===== src/rtl/eprom_pkg.sv =====
// Shared types and default geometry for the EPROM programming controller.
package eprom_pkg;

   localparam int ADDR_W_DEF = 4;
   localparam int DATA_W_DEF = 16;
   localparam int DEPTH_DEF  = 2 ** ADDR_W_DEF;

   typedef enum logic [2:0] {
      IDLE,
      ERASE,
      PROG,
      VERIFY,
      FIN
   } state_t;

endpackage


===== src/rtl/eprom_sum_acc.sv =====
// DATA_W wrapping accumulator; clr has priority over add_en.
module eprom_sum_acc #(
   parameter int DATA_W = 16
) (
   input  logic              clk,
   input  logic              rst,
   input  logic              clr,
   input  logic              add_en,
   input  logic [DATA_W-1:0] add_val,
   output logic [DATA_W-1:0] sum
);

   always_ff @(posedge clk) begin
      if (rst || clr) begin
         sum <= '0;
      end else if (add_en) begin
         sum <= sum + add_val;
      end
   end

endmodule


===== src/rtl/eprom_programmer.sv =====
// EPROM programming controller: erase, program DEPTH words, optional read-back verify.
// Read-back checksum verify is built only when EPROM_PROG_VERIFY_EN is defined.
module eprom_programmer
   import eprom_pkg::*;
#(
   parameter int ADDR_W = ADDR_W_DEF,
   parameter int DATA_W = DATA_W_DEF,
   parameter int DEPTH  = DEPTH_DEF
) (
   input  logic              clk,
   input  logic              rst,
   input  logic              start,
   input  logic              in_valid,
   input  logic [DATA_W-1:0] in_data,
   output logic              in_ready,
   output logic              busy,
   output logic              done,
   output logic              verify_err,
   output logic [DATA_W-1:0] checksum,
   output logic [ADDR_W-1:0] mem_addr,
   output logic              mem_we,
   output logic [DATA_W-1:0] mem_wdata,
   output logic              mem_erase,
   input  logic [DATA_W-1:0] mem_rdata
);

   localparam int               CNT_W = ADDR_W + 1;
   localparam logic [CNT_W-1:0] LAST  = CNT_W'(DEPTH - 1);

   state_t           state;
   state_t           next_state;
   logic [CNT_W-1:0] cnt;
   logic             job_start;
   logic             accept;
   logic             last_word;

   assign job_start = (state == IDLE) && start;
   assign accept    = (state == PROG) && in_valid;
   assign last_word = accept && (cnt == LAST);

   always_ff @(posedge clk) begin
      if (rst) begin
         state <= IDLE;
      end else begin
         state <= next_state;
      end
   end

   always_comb begin
      next_state = state;
      case (state)
         IDLE:   if (start) next_state = ERASE;
         ERASE:  next_state = PROG;
`ifdef EPROM_PROG_VERIFY_EN
         PROG:   if (last_word) next_state = VERIFY;
`else
         PROG:   if (last_word) next_state = FIN;
`endif
         VERIFY: if (cnt == LAST) next_state = FIN;
         FIN:    next_state = IDLE;
         default: next_state = IDLE;
      endcase
   end

   // Address/handshake outputs are combinational so a word is written the cycle it is offered.
   always_comb begin
      in_ready  = 1'b0;
      mem_we    = 1'b0;
      mem_wdata = '0;
      mem_erase = 1'b0;
      mem_addr  = '0;
      busy      = (state != IDLE);
      done      = (state == FIN);
      case (state)
         ERASE: mem_erase = 1'b1;
         PROG: begin
            in_ready  = 1'b1;
            mem_we    = in_valid;
            mem_wdata = in_data;
            mem_addr  = cnt[ADDR_W-1:0];
         end
         VERIFY: mem_addr = cnt[ADDR_W-1:0];
         default: ;
      endcase
   end

   // cnt is one bit wider than the address so the full DEPTH range is representable.
   always_ff @(posedge clk) begin
      if (rst || job_start) begin
         cnt <= '0;
      end else if (accept) begin
         cnt <= last_word ? '0 : cnt + CNT_W'(1);
      end else if (state == VERIFY) begin
         cnt <= (cnt == LAST) ? '0 : cnt + CNT_W'(1);
      end
   end

   eprom_sum_acc #(.DATA_W(DATA_W)) u_checksum (
      .clk     (clk),
      .rst     (rst),
      .clr     (job_start),
      .add_en  (accept),
      .add_val (in_data),
      .sum     (checksum)
   );

`ifdef EPROM_PROG_VERIFY_EN
   logic [DATA_W-1:0] vsum;
   logic [DATA_W-1:0] final_sum;

   eprom_sum_acc #(.DATA_W(DATA_W)) u_vsum (
      .clk     (clk),
      .rst     (rst),
      .clr     (job_start),
      .add_en  (state == VERIFY),
      .add_val (mem_rdata),
      .sum     (vsum)
   );

   // The last read word is folded in combinationally so the flag is ready in FIN.
   assign final_sum = vsum + mem_rdata;

   always_ff @(posedge clk) begin
      if (rst || job_start) begin
         verify_err <= 1'b0;
      end else if ((state == VERIFY) && (cnt == LAST) && (final_sum != checksum)) begin
         verify_err <= 1'b1;
      end
   end
`else
   logic unused_rdata;

   assign unused_rdata = ^mem_rdata;
   assign verify_err   = 1'b0;
`endif

endmodule


===== config.mk =====
export PLATFORM = sky130hd
export DESIGN_NAME = eprom_programmer
export DESIGN_NICKNAME = d
export VERILOG_FILES = /design/src/rtl/eprom_pkg.sv /design/src/rtl/eprom_sum_acc.sv /design/src/rtl/eprom_programmer.sv
export SDC_FILE = /design/constraint.sdc
export NUM_CORES = 1
export LEC_CHECK = 0
export CAP_MARGIN = 0
export CORE_MARGIN = 8
export CORE_UTILIZATION = 35
export CTS_CLUSTER_DIAMETER = 40
export DETAILED_ROUTE_END_ITERATION = 16
export MAX_ROUTING_LAYER = met4
export PLACE_DENSITY = 0.69
export SLEW_MARGIN = 25
export SYNTH_ARGS = -nofsm -noshare
export SYNTH_HDL_FRONTEND = slang
export SYNTH_SLANG_ARGS = --single-unit

===== constraint.sdc =====
create_clock -name clk -period 3.33 [get_ports clk]
set_input_delay 0.666 -clock clk [delete_from_list [all_inputs] [get_ports clk]]
set_output_delay 0.666 -clock clk [all_outputs]
set_load 0.01 [all_outputs]

# --- Word level (Yosys, flattened, before mapping) ---
# Cells that the tools add are included.
op_classes:
  n_mux: 13
  reduce_logical: 9
  addsub: 2
  n_eq_ne: 8
op_table:
  columns: ["op", "n"]
  rows:
  - ["5-bit two-way mux", 4]
  - ["16-bit adder", 1]
  - ["16-bit two-way mux", 1]
  - ["3-bit case mux with 4 select lines", 1]
  - ["3-bit two-way mux", 3]
  - ["3-bit by 2-bit equality test with 1-bit output (second input constant)", 2]
  - ["2-bit != test (second input constant)", 3]
  - ["5-bit by 1-bit adder with 5-bit output (second input constant)", 1]
  - ["5-bit by 4-bit equality test with 1-bit output (second input constant)", 1]
  - ["4-bit two-way mux", 1]
  - ["3-bit by 1-bit equality test with 1-bit output (second input constant)", 1]
  - ["3-bit equality test (second input constant)", 1]
  - ["1-bit logical AND", 3]
  - ["3-bit zero test", 1]
  - ["1-bit two-way mux", 3]
  - ["3-bit AND reduction", 1]
  - ["3-bit nonzero test", 1]
  - ["2-bit nonzero test", 1]
  - ["2-bit OR reduction", 1]
  - ["1-bit logical OR", 1]
word_totals:
  wordCells: 35
  out_inout_bits: 42
  inputBits: 36
  regBits: 24

# --- Logic depth before layout (Yosys ltp) ---
logic_depth:
  depth_word: 5
  depth_mapped: 9

# --- Hierarchy ---
# Synthesis repeated with hierarchy kept, for this count alone.
unflattened:
  cells_unflattened: 225
  area_unflattened_um2: 1876.8
modules_own_cells:
  columns: ["module", "instances", "cells_each", "area_per_inst_um2", "seq_area_each_um2"]
  rows:
  - ["eprom_sum_acc", 1, 154, 1330.0, 320.3]
  - ["eprom_programmer", 1, 71, 546.8, 160.2]

# --- Worst setup path after synthesis ---
# No wires, ideal clock.
synth_path:
  kind: "input -> register"
  from: "input port in_data[0]"
  to: "register u_checksum.sum[12]"
  arrival_time_ns: 2.528
  slack_ns: 0.732
  cell_stages: 9
  n_path_buf: 0
  path_cell_list: "ha_1 fa_1 a21o_1 a311oi_1 o21ai_0 a221oi_1 xnor2_1 nand2_1 a21oi_1"
synth_between:
  elab_chain_len: 1
synth_rtl:
  columns: ["element", "line_no", "rtl"]
  rows:
  - ["from (decl)", "eprom_programmer.sv:14", "input logic [DATA_W-1:0] in_data,"]
  - ["16-bit adder", "eprom_sum_acc.sv:17", "sum <= sum + add_val;"]
  - ["to (signal assigned)", "eprom_sum_acc.sv:17", null]
  - ["to (decl)", "eprom_sum_acc.sv:10", "output logic [DATA_W-1:0] sum"]
# Every way passes these cells.
# A chain may end at the register's enable or synchronous reset.

# --- Final worst setup path ---
# Same ends and word-level chain as after synthesis.

==> metrics.txt <==
# TYPE chip_impl_metric gauge
chip_impl_info{name="outcome",value="complete, no violations"} 1
chip_impl_metric{name="drt_pre_antenna_iters",unit=""} 4
chip_impl_info{name="critical-path-slowest-cell",value="sky130_fd_sc_hd__clkdlybuf4s50_1"} 1
chip_impl_metric{name="cts_inserted_buffers",unit=""} 3
chip_impl_metric{name="maxSlewViolCount",unit=""} 0
chip_impl_metric{name="hold_ws",unit="ns"} 0.452
chip_impl_metric{name="track_usage",unit="%"} 13.2
chip_impl_metric{name="critical_path.max_stage_delay",unit="ns"} 0.42
chip_impl_metric{name="remaining_drc_errors",unit=""} 0
chip_impl_metric{name="num_vias",unit=""} 1693
chip_impl_metric{name="required",unit="ns"} 3.54
chip_impl_metric{name="min_period",unit="ns"} 2.96
chip_impl_metric{name="grt_pass1_wl",unit="um"} 7800
chip_impl_info{name="cp_cell_sequence",value="clkdlybuf4s50_1 -> ha_1 -> fa_1 -> a21o_1 -> a311oi_1 -> o21ai_0 -> a221oi_1 -> xnor2_1 -> nand2_1 -> a21oi_1"} 1
chip_impl_metric{name="top_level_ports",unit=""} 78
chip_impl_metric{name="final.setup.tns",unit="ns"} 0
chip_impl_metric{name="std_cell_rows",unit=""} 25
chip_impl_metric{name="totalPowerFinal",unit="W"} 0.000735
chip_impl_metric{name="detailed_router_s_first_iteration_violation_count",unit=""} 80
chip_impl_metric{name="timing_hold_violations_final",unit=""} 0
chip_impl_metric{name="cts_resized",unit=""} 0
chip_impl_metric{name="detail_route.wl_per_cell",unit="um"} 14.0
chip_impl_info{name="ys.flop_type",value="sky130_fd_sc_hd__dfxtp_1"} 1
chip_impl_metric{name="starting_utilization_of_the_core_area",unit="%"} 36.2
chip_impl_metric{name="yosys_warnings",unit=""} 0
chip_impl_metric{name="final_net_count",unit=""} 334
chip_impl_metric{name="syn2layout_area_growth",unit="%"} 43.0
chip_impl_info{name="timing.critical_path.to_type",value="flip-flop"} 1
chip_impl_metric{name="peakVddDrop",unit="uV"} 200
chip_impl_info{name="crit_path_start_kind",value="primary input"} 1
chip_impl_metric{name="setup_viol",unit=""} 0
chip_impl_metric{name="synth_enable_flop_cells",unit=""} 0
chip_impl_metric{name="die_w",unit="um"} 85.7
chip_impl_metric{name="p_per_cell_area",unit="nW/um2"} 303
chip_impl_metric{name="clkTransAtPathRegs",unit="ns"} 0.09
chip_impl_metric{name="syn_area",unit="um2"} 1700
chip_impl_metric{name="hpwlAfterDp",unit="um"} 3530
chip_impl_metric{name="drt.antenna.violating_nets",unit=""} 0
chip_impl_metric{name="synth_sequential_area_ratio",unit="%"} 28.3
chip_impl_metric{name="max_slew_margin",unit="%"} 58.3
chip_impl_metric{name="dieArea",unit="um2"} 7340
chip_impl_metric{name="finalClockSkew",unit="ns"} 0.00243
chip_impl_metric{name="core_area",unit="um2"} 4690
chip_impl_metric{name="syn_area_per_cell",unit="um2"} 7.72
chip_impl_info{name="final_common_cell",value="sky130_fd_sc_hd__clkdlybuf4s50_1"} 1
chip_impl_metric{name="critPathMaxFanout",unit=""} 3
chip_impl_info{name="cts_tree",value="done"} 1
chip_impl_info{name="layout_common_cells",value="sky130_fd_sc_hd__clkdlybuf4s50_1, sky130_fd_sc_hd__nand2_1, sky130_fd_sc_hd__dfxtp_1, sky130_fd_sc_hd__a21oi_1, sky130_fd_sc_hd__and2_1"} 1
chip_impl_metric{name="synthCells",unit=""} 220
chip_impl_info{name="hold_path_class",value="reg2reg"} 1
chip_impl_info{name="critical_path_class",value="in2reg"} 1
chip_impl_metric{name="max-cap-violations",unit=""} 0
chip_impl_metric{name="layout-drive-gt1-share",unit="%"} 5.00
chip_impl_metric{name="place_congestion",unit=""} 0.804
chip_impl_metric{name="routed_wl",unit="um"} 4670
chip_impl_info{name="grt_setup_unrepaired",value="false"} 1
chip_impl_metric{name="leakage",unit="nW"} 0.983
chip_impl_metric{name="cts_setup_buffers",unit=""} 0
chip_impl_info{name="clock_tree_root_driver_cell",value="sky130_fd_sc_hd__clkbuf_8"} 1
chip_impl_metric{name="overflow",unit=""} 0
chip_impl_metric{name="cts_stage_hold_buffer_count",unit=""} 0
chip_impl_metric{name="r2r_slack",unit="ns"} 0.86
chip_impl_metric{name="viasPerCell",unit=""} 5.07
chip_impl_metric{name="antenna_violations_before_repair",unit=""} 0
chip_impl_metric{name="asyncSetResetFlopFracSynth",unit="%"} 0
chip_impl_metric{name="synth_fp_nets",unit=""} 273
chip_impl_metric{name="grt_pass1_vias",unit=""} 1704
chip_impl_metric{name="grt_start_max_net_pins",unit=""} 20
chip_impl_metric{name="number_of_antenna_diodes",unit=""} 0
chip_impl_metric{name="worst_ep_arrival_time",unit="ns"} 3.17
chip_impl_metric{name="fmax",unit="GHz"} 0.337
chip_impl_metric{name="post_synth_num_cell_types",unit=""} 44
chip_impl_metric{name="port-buffer-count",unit=""} 60
chip_impl_metric{name="cts_num_sinks",unit=""} 24
chip_impl_metric{name="clkLatencyLatePin",unit="ns"} 0.28
chip_impl_metric{name="ctsHtreeMaxLevel",unit=""} 1
chip_impl_metric{name="fin_crit_sh",unit="%"} 89.0
chip_impl_metric{name="die_h",unit="um"} 85.7
chip_impl_metric{name="postSynthRegisterBits",unit=""} 24
chip_impl_metric{name="clock_tree.buffer_depth",unit=""} 2
chip_impl_metric{name="worst-slew-pin-transition",unit="ns"} 0.619
==> cell type report <==
class	instances	area (um2)
Fill cell	474	2260
Timing Repair Buffer	63	623
Inverter	6	22.5
Tap cell	54	67.6
Clock buffer	3	41.3
Sequential cell	24	480
Multi-Input combinational cell	183	1160
Clock inverter	1	30.0
==> path summary, 6_finish.rpt <==
kind                          start                 end  depth (start not counted)
setup / recovery         in_data[0]  u_checksum.sum[12]                         10
hold / removal               cnt[4]              cnt[4]                          2
setup reg to reg  u_checksum.sum[0]  u_checksum.sum[12]                          9
hold reg to reg              cnt[4]              cnt[4]                          2
==> Yosys cell counts, types with 2 or more instances <==
master | number | share of area [%]
sky130_fd_sc_hd__or3_1 | 2 | 0.74
sky130_fd_sc_hd__o211ai_1 | 2 | 0.88
sky130_fd_sc_hd__nand3_1 | 11 | 3.2
sky130_fd_sc_hd__nor2_1 | 12 | 2.7
sky130_fd_sc_hd__xor2_1 | 4 | 2.1
sky130_fd_sc_hd__xnor2_1 | 7 | 3.6
sky130_fd_sc_hd__o31ai_1 | 2 | 0.88
sky130_fd_sc_hd__ha_1 | 16 | 12
sky130_fd_sc_hd__a21o_1 | 6 | 2.7
sky130_fd_sc_hd__or2_2 | 2 | 0.74
sky130_fd_sc_hd__a211oi_1 | 2 | 0.88
sky130_fd_sc_hd__o21a_1 | 2 | 0.88
sky130_fd_sc_hd__and2_1 | 21 | 7.7
sky130_fd_sc_hd__o21ai_0 | 9 | 2.7
sky130_fd_sc_hd__clkbuf_1 | 5 | 1.1
sky130_fd_sc_hd__dfxtp_1 | 24 | 28
sky130_fd_sc_hd__nor3_1 | 4 | 1.2
sky130_fd_sc_hd__nand2_1 | 32 | 7.1
sky130_fd_sc_hd__a21oi_1 | 23 | 6.8
sky130_fd_sc_hd__a31oi_1 | 5 | 1.8
sky130_fd_sc_hd__inv_1 | 6 | 1.3
==> flip-flops by register name, summed over array words and instances (netlist names) <==
| name | cells |
|---|---|
| u_checksum.sum | 16 |
| cnt | 5 |
| state | 3 |
==> worst max-delay path, delay by kind of cell <==
family	cells	cell delay (ns)
compound gates	5	1.21
xor+xnor	1	0.16
fa+ha+maj	2	0.64
buf+inv	1	0.42
simple gates	1	0.07
==> where the power goes <==
| part | switching, W | leakage (nW) | internal, W | total (W) |
|---|---|---|---|---|
| Sequential | 0.00000692 | 0.194 | 0.000293 | 0.000300 |
| Combinational | 0.0000828 | 0.753 | 0.0000854 | 0.000168 |
| Clock | 0.000105 | 0.0357 | 0.000161 | 0.000267 |
| Total | 0.000195 | 0.983 | 0.000540 | 0.000735 |
==> cells by family (layout without fill, tap and decap cells) <==
family / after synthesis / in the layout / share of synthesized area, %
other: 1 / 1 / 0.221
adder cells (fa/ha/maj): 17 / 17 / 13.0
XOR/XNOR: 11 / 11 / 5.67
flip-flops: 24 / 24 / 28.3
multiplexers: 1 / 1 / 0.590
AND/OR/NAND/NOR: 93 / 93 / 27.0
buffers and inverters: 13 / 73 / 3.17
AO/OA/AOI/OAI: 60 / 60 / 22.1
==> layer usage <==
metal	track usage, %	part of all wire [%]	up-vias
li1	-	-	892
met1	15.6	48	749
met2	20.7	44	46
met3	4.11	6.4	6
met4	4.62	1.1	0
met5	-	0	-
==> through the flow <==
step                area, um2  std cells  setup WS, ns  util, %
floorplan                1700        220         0.732        -
global placement         2360        330        0.0611     50.2
detailed placement       2360        330        0.0572     50.2
CTS                      2430        334         0.340     51.8
global route             2430        334         0.178     51.8
finish                   2430        334         0.367     51.8
Power figures use the tool's default switching activity.
